--- src/rtl/aes_dec_pkg.sv ---
// -----------------------------------------------------------------------------
// aes_dec_pkg
// Shared definitions for the AES decryption round scheduler:
//   state_t        one-hot FSM state encoding (also exported for debug)
//   MEM_SEL_*      codes naming the current owner of the statemt ports
//   NB_128/192/256 legal total round counts
//   nb_is_valid()  true when a round count is one of the legal values
// -----------------------------------------------------------------------------
package aes_dec_pkg;

  typedef enum logic [5:0] {
    ST_IDLE     = 6'b000001,
    ST_ARK_INIT = 6'b000010,
    ST_ISB      = 6'b000100,
    ST_ARK      = 6'b001000,
    ST_IMC      = 6'b010000,
    ST_DONE     = 6'b100000
  } state_t;

  localparam logic [1:0] MEM_SEL_ARK  = 2'd0;
  localparam logic [1:0] MEM_SEL_ISB  = 2'd1;
  localparam logic [1:0] MEM_SEL_IMC  = 2'd2;
  localparam logic [1:0] MEM_SEL_NONE = 2'd3;

  localparam int unsigned NB_128 = 10;
  localparam int unsigned NB_192 = 12;
  localparam int unsigned NB_256 = 14;

  function automatic logic nb_is_valid(input int unsigned n);
    return (n == NB_128) || (n == NB_192) || (n == NB_256);
  endfunction

endpackage

--- src/rtl/aes_dec_round_sched_if.sv ---
// -----------------------------------------------------------------------------
// aes_dec_round_sched_if
// Bundles the control/status and engine handshake signals of the scheduler.
//   ap_start/ap_done/ap_idle/ap_ready  HLS-style block control
//   nb, err, round                     round count in, error flag, counter out
//   ark_*/isb_*/imc_*                  start/done pairs to the three engines
//   mem_sel                            owner of the shared statemt ports
//   dbg_state                          current FSM state, for observation
//
// Handshake: each *_start is a level that stays high for every cycle the FSM
// sits in the owning state. The engine answers with *_done; the FSM leaves the
// state on the rising edge where start and done are both high. A done seen
// outside the owning state is ignored; done may already be high in the first
// cycle of start, which gives a one-cycle invocation.
// -----------------------------------------------------------------------------
interface aes_dec_round_sched_if #(parameter int NB_W = 4);
  import aes_dec_pkg::*;

  logic            ap_start;
  logic            ap_done;
  logic            ap_idle;
  logic            ap_ready;
  logic [NB_W-1:0] nb;
  logic            err;
  logic            ark_start;
  logic            ark_done;
  logic [4:0]      ark_n;
  logic            isb_start;
  logic            isb_done;
  logic            imc_start;
  logic            imc_done;
  logic [1:0]      mem_sel;
  logic [NB_W-1:0] round;
  state_t          dbg_state;

  modport slave (
    input  ap_start, nb, ark_done, isb_done, imc_done,
    output ap_done, ap_idle, ap_ready, err, ark_start, ark_n,
           isb_start, imc_start, mem_sel, round, dbg_state
  );

  modport master (
    output ap_start, nb, ark_done, isb_done, imc_done,
    input  ap_done, ap_idle, ap_ready, err, ark_start, ark_n,
           isb_start, imc_start, mem_sel, round, dbg_state
  );

endinterface

--- src/rtl/aes_dec_round_ctr.sv ---
// -----------------------------------------------------------------------------
// aes_dec_round_ctr
// Round counter r: loadable, decrementing, with a zero flag.
//   i_clk, i_rst   clock, asynchronous active-high reset (count -> 0)
//   i_load         load i_load_val (has priority over i_dec)
//   i_dec          decrement by one
//   o_count        current count
//   o_zero         count == 0
// -----------------------------------------------------------------------------
module aes_dec_round_ctr #(
  parameter int NB_W = 4
) (
  input  logic            i_clk,
  input  logic            i_rst,
  input  logic            i_load,
  input  logic [NB_W-1:0] i_load_val,
  input  logic            i_dec,
  output logic [NB_W-1:0] o_count,
  output logic            o_zero
);

  logic [NB_W-1:0] r_count;

  always_ff @(posedge i_clk or posedge i_rst) begin
    if (i_rst) begin
      r_count <= '0;
    end else if (i_load) begin
      r_count <= i_load_val;
    end else if (i_dec) begin
      r_count <= r_count - NB_W'(1);
    end
  end

  assign o_count = r_count;
  assign o_zero  = (r_count == '0);

endmodule

--- src/rtl/aes_dec_round_sched.sv ---
// -----------------------------------------------------------------------------
// aes_dec_round_sched
// Sequences the AES inverse cipher: one initial AddRoundKey with key nb, then
// nb rounds of InvShiftRows+InvSubBytes -> AddRoundKey(r) -> InvMixColumns,
// the last round skipping InvMixColumns.
//   ap_clk   clock, rising edge
//   ap_rst   asynchronous active-high reset
//   bus      aes_dec_round_sched_if.slave (control, status, engine handshakes)
// -----------------------------------------------------------------------------
module aes_dec_round_sched
  import aes_dec_pkg::*;
#(
  parameter int NB_W = 4
) (
  input  logic                  ap_clk,
  input  logic                  ap_rst,
  aes_dec_round_sched_if.slave  bus
);

  state_t          r_state;
  logic [NB_W-1:0] r_nb;
  logic            r_err;

  logic            w_ctr_load;
  logic            w_ctr_dec;
  logic            w_ctr_zero;
  logic [NB_W-1:0] w_round;
  logic [4:0]      w_ark_n;
  logic [1:0]      w_mem_sel;

  // Counter is loaded with nb-1 as the initial AddRoundKey completes and
  // stepped down each time InvMixColumns completes.
  assign w_ctr_load = (r_state == ST_ARK_INIT) && bus.ark_done;
  assign w_ctr_dec  = (r_state == ST_IMC) && bus.imc_done;

  aes_dec_round_ctr #(.NB_W(NB_W)) u_round_ctr (
    .i_clk      (ap_clk),
    .i_rst      (ap_rst),
    .i_load     (w_ctr_load),
    .i_load_val (r_nb - NB_W'(1)),
    .i_dec      (w_ctr_dec),
    .o_count    (w_round),
    .o_zero     (w_ctr_zero)
  );

  always_ff @(posedge ap_clk or posedge ap_rst) begin
    if (ap_rst) begin
      r_state <= ST_IDLE;
      r_nb    <= '0;
      r_err   <= 1'b0;
    end else begin
      unique case (r_state)
        ST_IDLE: begin
          if (bus.ap_start) begin
            r_nb <= bus.nb;
            if (nb_is_valid(32'(bus.nb))) begin
              r_err   <= 1'b0;
              r_state <= ST_ARK_INIT;
            end else begin
              // Invalid round count: report through DONE without any engine.
              r_err   <= 1'b1;
              r_state <= ST_DONE;
            end
          end
        end
        ST_ARK_INIT: if (bus.ark_done) r_state <= ST_ISB;
        ST_ISB:      if (bus.isb_done) r_state <= ST_ARK;
        ST_ARK:      if (bus.ark_done) r_state <= w_ctr_zero ? ST_DONE : ST_IMC;
        ST_IMC:      if (bus.imc_done) r_state <= ST_ISB;
        ST_DONE:     r_state <= ST_IDLE;
        default:     r_state <= ST_IDLE;
      endcase
    end
  end

  always_comb begin
    w_ark_n   = 5'd0;
    w_mem_sel = MEM_SEL_NONE;
    case (r_state)
      ST_ARK_INIT: begin w_ark_n = 5'(r_nb);    w_mem_sel = MEM_SEL_ARK; end
      ST_ARK:      begin w_ark_n = 5'(w_round); w_mem_sel = MEM_SEL_ARK; end
      ST_ISB:      w_mem_sel = MEM_SEL_ISB;
      ST_IMC:      w_mem_sel = MEM_SEL_IMC;
      default:     ;
    endcase
  end

  assign bus.ark_start = (r_state == ST_ARK_INIT) || (r_state == ST_ARK);
  assign bus.isb_start = (r_state == ST_ISB);
  assign bus.imc_start = (r_state == ST_IMC);
  assign bus.ark_n     = w_ark_n;
  assign bus.mem_sel   = w_mem_sel;
  assign bus.ap_done   = (r_state == ST_DONE);
  assign bus.ap_ready  = (r_state == ST_DONE);
  assign bus.ap_idle   = (r_state == ST_IDLE) && !bus.ap_start;
  assign bus.err       = r_err;
  assign bus.round     = w_round;
  assign bus.dbg_state = r_state;

endmodule

--- src/flat_wrapper.sv ---
// flat-port wrapper written by rule: the top's interface ports become plain ports
module aes_dec_round_sched_flat import aes_dec_pkg::*;
#(
  parameter int NB_W = 4
)
  (ap_clk, ap_rst, bus_ap_start, bus_nb, bus_ark_done, bus_isb_done, bus_imc_done, bus_ap_done, bus_ap_idle, bus_ap_ready, bus_err, bus_ark_start, bus_ark_n, bus_isb_start, bus_imc_start, bus_mem_sel, bus_round, bus_dbg_state);
  aes_dec_round_sched_if #(.NB_W(NB_W)) bus_i ();
  input  logic ap_clk;
  input  logic ap_rst;
  input wire logic [$bits(bus_i.ap_start)-1:0] bus_ap_start;
  input wire logic [$bits(bus_i.nb)-1:0] bus_nb;
  input wire logic [$bits(bus_i.ark_done)-1:0] bus_ark_done;
  input wire logic [$bits(bus_i.isb_done)-1:0] bus_isb_done;
  input wire logic [$bits(bus_i.imc_done)-1:0] bus_imc_done;
  output wire logic [$bits(bus_i.ap_done)-1:0] bus_ap_done;
  output wire logic [$bits(bus_i.ap_idle)-1:0] bus_ap_idle;
  output wire logic [$bits(bus_i.ap_ready)-1:0] bus_ap_ready;
  output wire logic [$bits(bus_i.err)-1:0] bus_err;
  output wire logic [$bits(bus_i.ark_start)-1:0] bus_ark_start;
  output wire logic [$bits(bus_i.ark_n)-1:0] bus_ark_n;
  output wire logic [$bits(bus_i.isb_start)-1:0] bus_isb_start;
  output wire logic [$bits(bus_i.imc_start)-1:0] bus_imc_start;
  output wire logic [$bits(bus_i.mem_sel)-1:0] bus_mem_sel;
  output wire logic [$bits(bus_i.round)-1:0] bus_round;
  output wire logic [$bits(bus_i.dbg_state)-1:0] bus_dbg_state;
  assign bus_i.ap_start = bus_ap_start;
  assign bus_i.nb = bus_nb;
  assign bus_i.ark_done = bus_ark_done;
  assign bus_i.isb_done = bus_isb_done;
  assign bus_i.imc_done = bus_imc_done;
  assign bus_ap_done = bus_i.ap_done;
  assign bus_ap_idle = bus_i.ap_idle;
  assign bus_ap_ready = bus_i.ap_ready;
  assign bus_err = bus_i.err;
  assign bus_ark_start = bus_i.ark_start;
  assign bus_ark_n = bus_i.ark_n;
  assign bus_isb_start = bus_i.isb_start;
  assign bus_imc_start = bus_i.imc_start;
  assign bus_mem_sel = bus_i.mem_sel;
  assign bus_round = bus_i.round;
  assign bus_dbg_state = bus_i.dbg_state;
  aes_dec_round_sched #(.NB_W(NB_W)) u_core (.ap_clk(ap_clk), .ap_rst(ap_rst), .bus(bus_i));
endmodule
--- config.mk ---
export PLATFORM = sky130hd
export DESIGN_NAME = aes_dec_round_sched_flat
export DESIGN_NICKNAME = d
export VERILOG_FILES = /design/src/rtl/aes_dec_pkg.sv /design/src/rtl/aes_dec_round_sched_if.sv /design/src/rtl/aes_dec_round_ctr.sv /design/src/rtl/aes_dec_round_sched.sv /design/src/flat_wrapper.sv
export SDC_FILE = /design/constraint.sdc
export NUM_CORES = 1
export LEC_CHECK = 0
export CAP_MARGIN = 20
export CORE_UTILIZATION = 45
export CTS_BUF_LIST = sky130_fd_sc_hd__clkbuf_8
export DETAILED_ROUTE_END_ITERATION = 8
export GPL_ROUTABILITY_DRIVEN = 0
export HOLD_SLACK_MARGIN = 0.06
export PLACE_DENSITY_LB_ADDON = 0.08
export SLEW_MARGIN = 20
export SYNTH_ARGS = -nofsm -noshare
export SYNTH_HDL_FRONTEND = slang
export SYNTH_SLANG_ARGS = --single-unit
--- constraint.sdc ---
create_clock -name ap_clk -period 2.5 [get_ports ap_clk]
set_input_delay 0.375 -clock ap_clk [delete_from_list [all_inputs] [get_ports ap_clk]]
set_output_delay 0.375 -clock ap_clk [all_outputs]
set_load 0.03 [all_outputs]
# Yosys cells after proc, flatten, opt, wreduce, memory -nomap -nowiden
# Index checks and enable logic that the tools add are counted.
# W data, S select, Z words.
# word_totals
ff_bits	15
out_inout_bits	24
wordCells	45
input_bits	10
# classes
reduce_logical	12
n_eq_ne	14
n_addsub	2
muxes	13
# op_table
operator	count
$mux W6	7
$pmux W6 S5	1
$eq A4 B4 Y1 const B	3
$ne A2 B2 Y1 const B	5
$mux W4	2
$pmux W4 S2	1
$sub A4 B1 Y4 const B	2
$eq A6 B1 Y1 const B	1
$eq A6 B2 Y1 const B	1
$eq A6 B3 Y1 const B	1
$eq A6 B4 Y1 const B	1
$eq A6 B5 Y1 const B	1
$eq A6 B6 Y1 const B	1
$pmux W2 S3	1
$reduce_and A5 Y1	1
$logic_not A4 Y1	1
$logic_and A1 B1 Y1	3
$logic_or A1 B1 Y1	3
$reduce_and A2 Y1	1
$reduce_bool A2 Y1	1
$reduce_or A2 Y1	1
$logic_not A1 Y1	1
$mux W1	1

# Logic depth before layout (Yosys ltp)
# depth
depth_word	6
ltp_mapped	7
mapped_depth_nobuf	6

# Cells and area by module
# A second synthesis with hierarchy kept.
# hier_totals
cells_unflattened	109
area_unflattened_um2	997.2
# by_module_without_submodules
module	instances	seq_area_each_um2	area_each_um2	cells_per_inst
aes_dec_round_sched	1	276.5	765.7	86
aes_dec_round_ctr	1	100.1	231.5	23

# Worst setup path before layout
# No wires, ideal clock.
# synth_path
path_kind	reg2out
from	register u_core.r_state[1] (netlist: u_core.bus.dbg_state[1])
to	output port bus_ap_ready
required_time_ns	2.125
n_path_buf	1
setup_slack_ns	-0.093
stages_incl_launch_ff	4
arrival_time_ns	2.218
path_cell_list	dfrtp_1 > or4_4 > nor3b_1 > buf_4
# synth_between
elab_chain_len	1
# synth_rtl
item	line	source
start, declared	aes_dec_round_sched.sv:20	state_t r_state;
start signal, assigned	aes_dec_round_sched.sv:68	ST_ARK: if (bus.ark_done) r_state <= w_ctr_zero ? ST_DONE : ST_IMC;
$eq A6 B6 Y1	--	
end, declared	flat_wrapper.sv:17	output wire logic [$bits(bus_i.ap_ready)-1:0] bus_ap_ready;
# No other way between the ends.

# Worst setup path after layout
# layout_path
from	register u_core.r_state[1] (netlist: u_core.bus.dbg_state[1])
to	output port bus_ap_idle
# layout_between
elab_chain_len	2
# layout_rtl
item	line	source
$eq A6 B1 Y1	aes_dec_round_sched.sv:95	assign bus.ap_idle = (r_state == ST_IDLE) && !bus.ap_start;
$logic_and A1 B1 Y1	aes_dec_round_sched.sv:95	
end, declared	flat_wrapper.sv:16	output wire logic [$bits(bus_i.ap_idle)-1:0] bus_ap_idle;
# No other way between the ends.

==> impl_metrics.py <==
metrics = {
    "clock_network": {
        "cts_max_level": 1,
        "cts-buffers-inserted": 3,
        "cts_buffer_depth": 2,
        "tritoncts": "built",
        "holdBufCountCts": 0,
        "cts.sinks": 15,
        "clock-root-buffer": "clkbuf_8",
        "path_clk_slew_ns": 0.06,
        "clk_latency_ns": 0.25,
        "cts.repair.resized": 12,
        "cts_setup_buffers": 0,
    },
    "power": {
        "irDropWorstVdd_mv": 0.815,
        "leakagePower_nw": 0.639,
        "finalPower_mw": 1.46,
        "cellPowerDensity_nw_per_um2": 1090,
    },
    "synthesis": {
        "synth_largest_area_cell": "dfrtp_1",
        "syn_inst": 90,
        "ys_seq_area_share_pct": 41.0,
        "avgSynthCellArea_um2": 10.2,
        "synth_seq_cells": 15,
        "synth_area_um2": 920,
        "syn-num-nets": 101,
        "synth.area.top_cells": "dfrtp_1 (38%), mux2_2 (6.1%), a22o_1 (4.8%)",
        "yosysWarnings": 0,
        "synth_top_area_share_pct": 38.1,
        "synth.distinct_cells": 40,
    },
    "critical_path": {
        "crit_fanout": 7,
        "r2r-start": "u_core.bus.dbg_state[3]",
        "rrSetupSlack_ns": 0.32,
        "worstSetupStartpointType": "flip-flop",
        "critPathLaunch": "u_core.bus.dbg_state[1]",
        "timing.rr.end": "u_core.u_round_ctr.o_count[2]",
        "worstSetupEndpointType": "output port",
        "required_ns": 2.12,
        "rr_worst_depth": 6,
        "path_class": "reg2out",
        "endpoint": "bus_ap_idle",
        "cp_data_arrival_time_ns": 2.04,
    },
    "final_layout": {
        "ff_latch_area_um2": 377,
        "n_fill_cell": 150,
        "layout-drive-gt1-share_pct": 20.8,
        "nets": 137,
        "final_common_cell": "clkdlybuf4s50_1",
        "layout_common_cells": "clkdlybuf4s50_1 (20), dfrtp_1 (14), inv_1 (8), dlygate4sd2_1 (8), buf_4 (6)",
        "multi_input_comb_area_um2": 512,
        "syn_to_final_growth_pct": 46.1,
        "antenna-diode-count": 0,
    },
    "sta": {
        "finalCriticalPeriod_ns": 2.42,
        "maxSlewViolCount": 0,
        "rsz0062_at_grt": "no",
        "setup_viol_count_final": 0,
        "fin_crit_sh_pct": 96.7,
        "fin_skew_ns": 0.00313,
        "worst_pin_slew_ns": 0.582,
        "relSlewSlack_pct": 61.2,
        "final_hold_viol_count": 0,
        "fin_tns_setup_ns": 0,
        "timing.fmax_mhz": 414,
    },
    "place": {
        "dp_hpwl_um": 1830,
        "io_buffer_count": 32,
    },
    "drt": {
        "vias": 864,
        "wirelength_met1_um": 1080,
        "drc_errors": 0,
        "route.met3.wl_um": 109,
        "dr.pass1.iters": 4,
        "post_drt_wl_per_cell_um": 16.7,
        "avgViaCountPerCell": 5.76,
        "drt_iter0_markers": 26,
        "ant_nets": 0,
        "top_layer": "met4",
        "dr_wl_met2_um": 1270,
        "routed_wl_um": 2510,
    },
    "floorplanning": {
        "initial_utilization_pct": 50.5,
        "rows": 15,
        "ios": 34,
        "coreArea_um2": 1820,
        "die_h_um": 47.2,
        "die_x_um": 47.2,
        "fp.dieArea_um2": 2230,
    },
    "global_routing": {
        "grt_max_degree": 16,
        "overflow": 0,
        "grt_pass1_wl_um": 3730,
        "antenna_found_initial": 0,
        "grtUsageTotal_pct": 25.4,
        "first_global_vias": 775,
    },
    "job": {
        "cap_viol_max_count": 0,
    },
    "outcome": {
        "status": "completed",
    },
    "min_path": {
        "hold_class": "in2async",
    },
}
-- critical path: stages, from the launching register on --
cell     delay (ns)
dfrtp_1        0.44
or4_4          0.60
or4b_4         0.53
inv_1          0.08
buf_4          0.15
-- cell usage after synthesis (all sizes together) --
cell type,n
dfrtp,14
inv,7
a22o,5
mux2,5
nand2,5
clkbuf,4
nor2,4
mux2i,3
nor3,3
nor3b,3
o21ai,3
a211oi,2
and3,2
buf,2
nor4,2
xnor2,2
xor2,2
a211o,1
a21boi,1
a221oi,1
a22oi,1
and3b,1
and4b,1
conb,1
dfstp,1
ha,1
nand3b,1
nand4,1
nor4b,1
o2111ai,1
o211ai,1
o221a,1
o221ai,1
o22ai,1
o31a,1
o32ai,1
o41ai,1
or4,1
or4b,1
-- cell type report --
class	instances	share of cell area, %
timing repair buffer	37	26.3
tap	25	2.33
clock buffer	3	3.07
multi-input combinational	62	38.1
sequential	15	28.0
inverter	7	1.96
clock inverter	1	0.279
-- logic make-up after synthesis --
| logic type | Yosys count | share of synthesized area [%] |
|---|---|---|
| simple gates | 26 | 18.2 |
| compound gates | 22 | 19.7 |
| flops | 15 | 41.0 |
| buf+inv | 13 | 6.12 |
| mux | 8 | 9.39 |
| xor+xnor | 4 | 3.81 |
| fa+ha+maj | 1 | 1.36 |
| other cells | 1 | 0.408 |
-- where the power goes --
part,switching (mW),total (mW),internal [mW]
Clock,0.0859,0.195,0.109
Sequential,0.119,0.461,0.342
Combinational,0.440,0.805,0.366
Total,0.645,1.46,0.816
-- stage by stage --
| step | area, um^2 | worst slack [ns] | hold slack (ns) | instances | utilization, % |
|---|---|---|---|---|---|
| floorplan | 930 | 0.261 | 0.276 | 90 | - |
| global placement | 1290 | 0.145 | 0.492 | 146 | 70.7 |
| detailed placement | 1290 | 0.0414 | 0.499 | 146 | 70.7 |
| CTS | 1340 | 0.0563 | 0.500 | 150 | 73.4 |
| global route | 1340 | 0.0356 | 0.524 | 150 | 73.8 |
| finish | 1340 | 0.0821 | 0.481 | 150 | 73.8 |
-- routing by layer --
layer  global-route usage [%]  vias to the layer above
met1                     33.6                      419
li1                         -                      408
met4                     12.0                        0
met3                     3.46                        4
met5                        0                        -
met2                     41.1                       33
-- sequential cells by signal (all words and copies together), names as in the netlist --
signal and count:
u_core.r_nb 4, u_core.u_round_ctr.o_count 4, u_core.bus.dbg_state 6, u_core.bus.err 1
-- how the worst min path moves through the flow --
stage,from,end,slack (ns),cells past startpoint
finish,ap_rst,u_core.r_nb[3],0.48,2
global route,u_core.bus.err,u_core.bus.err,0.52,1
detailed placement,u_core.bus.err,u_core.bus.err,0.50,1
floorplan,ap_rst,u_core.bus.dbg_state[1],0.28,1
CTS,ap_rst,u_core.r_nb[3],0.50,2
global placement,u_core.bus.err,u_core.bus.err,0.49,1
No activity file was read; power rests on OpenSTA's default activity.
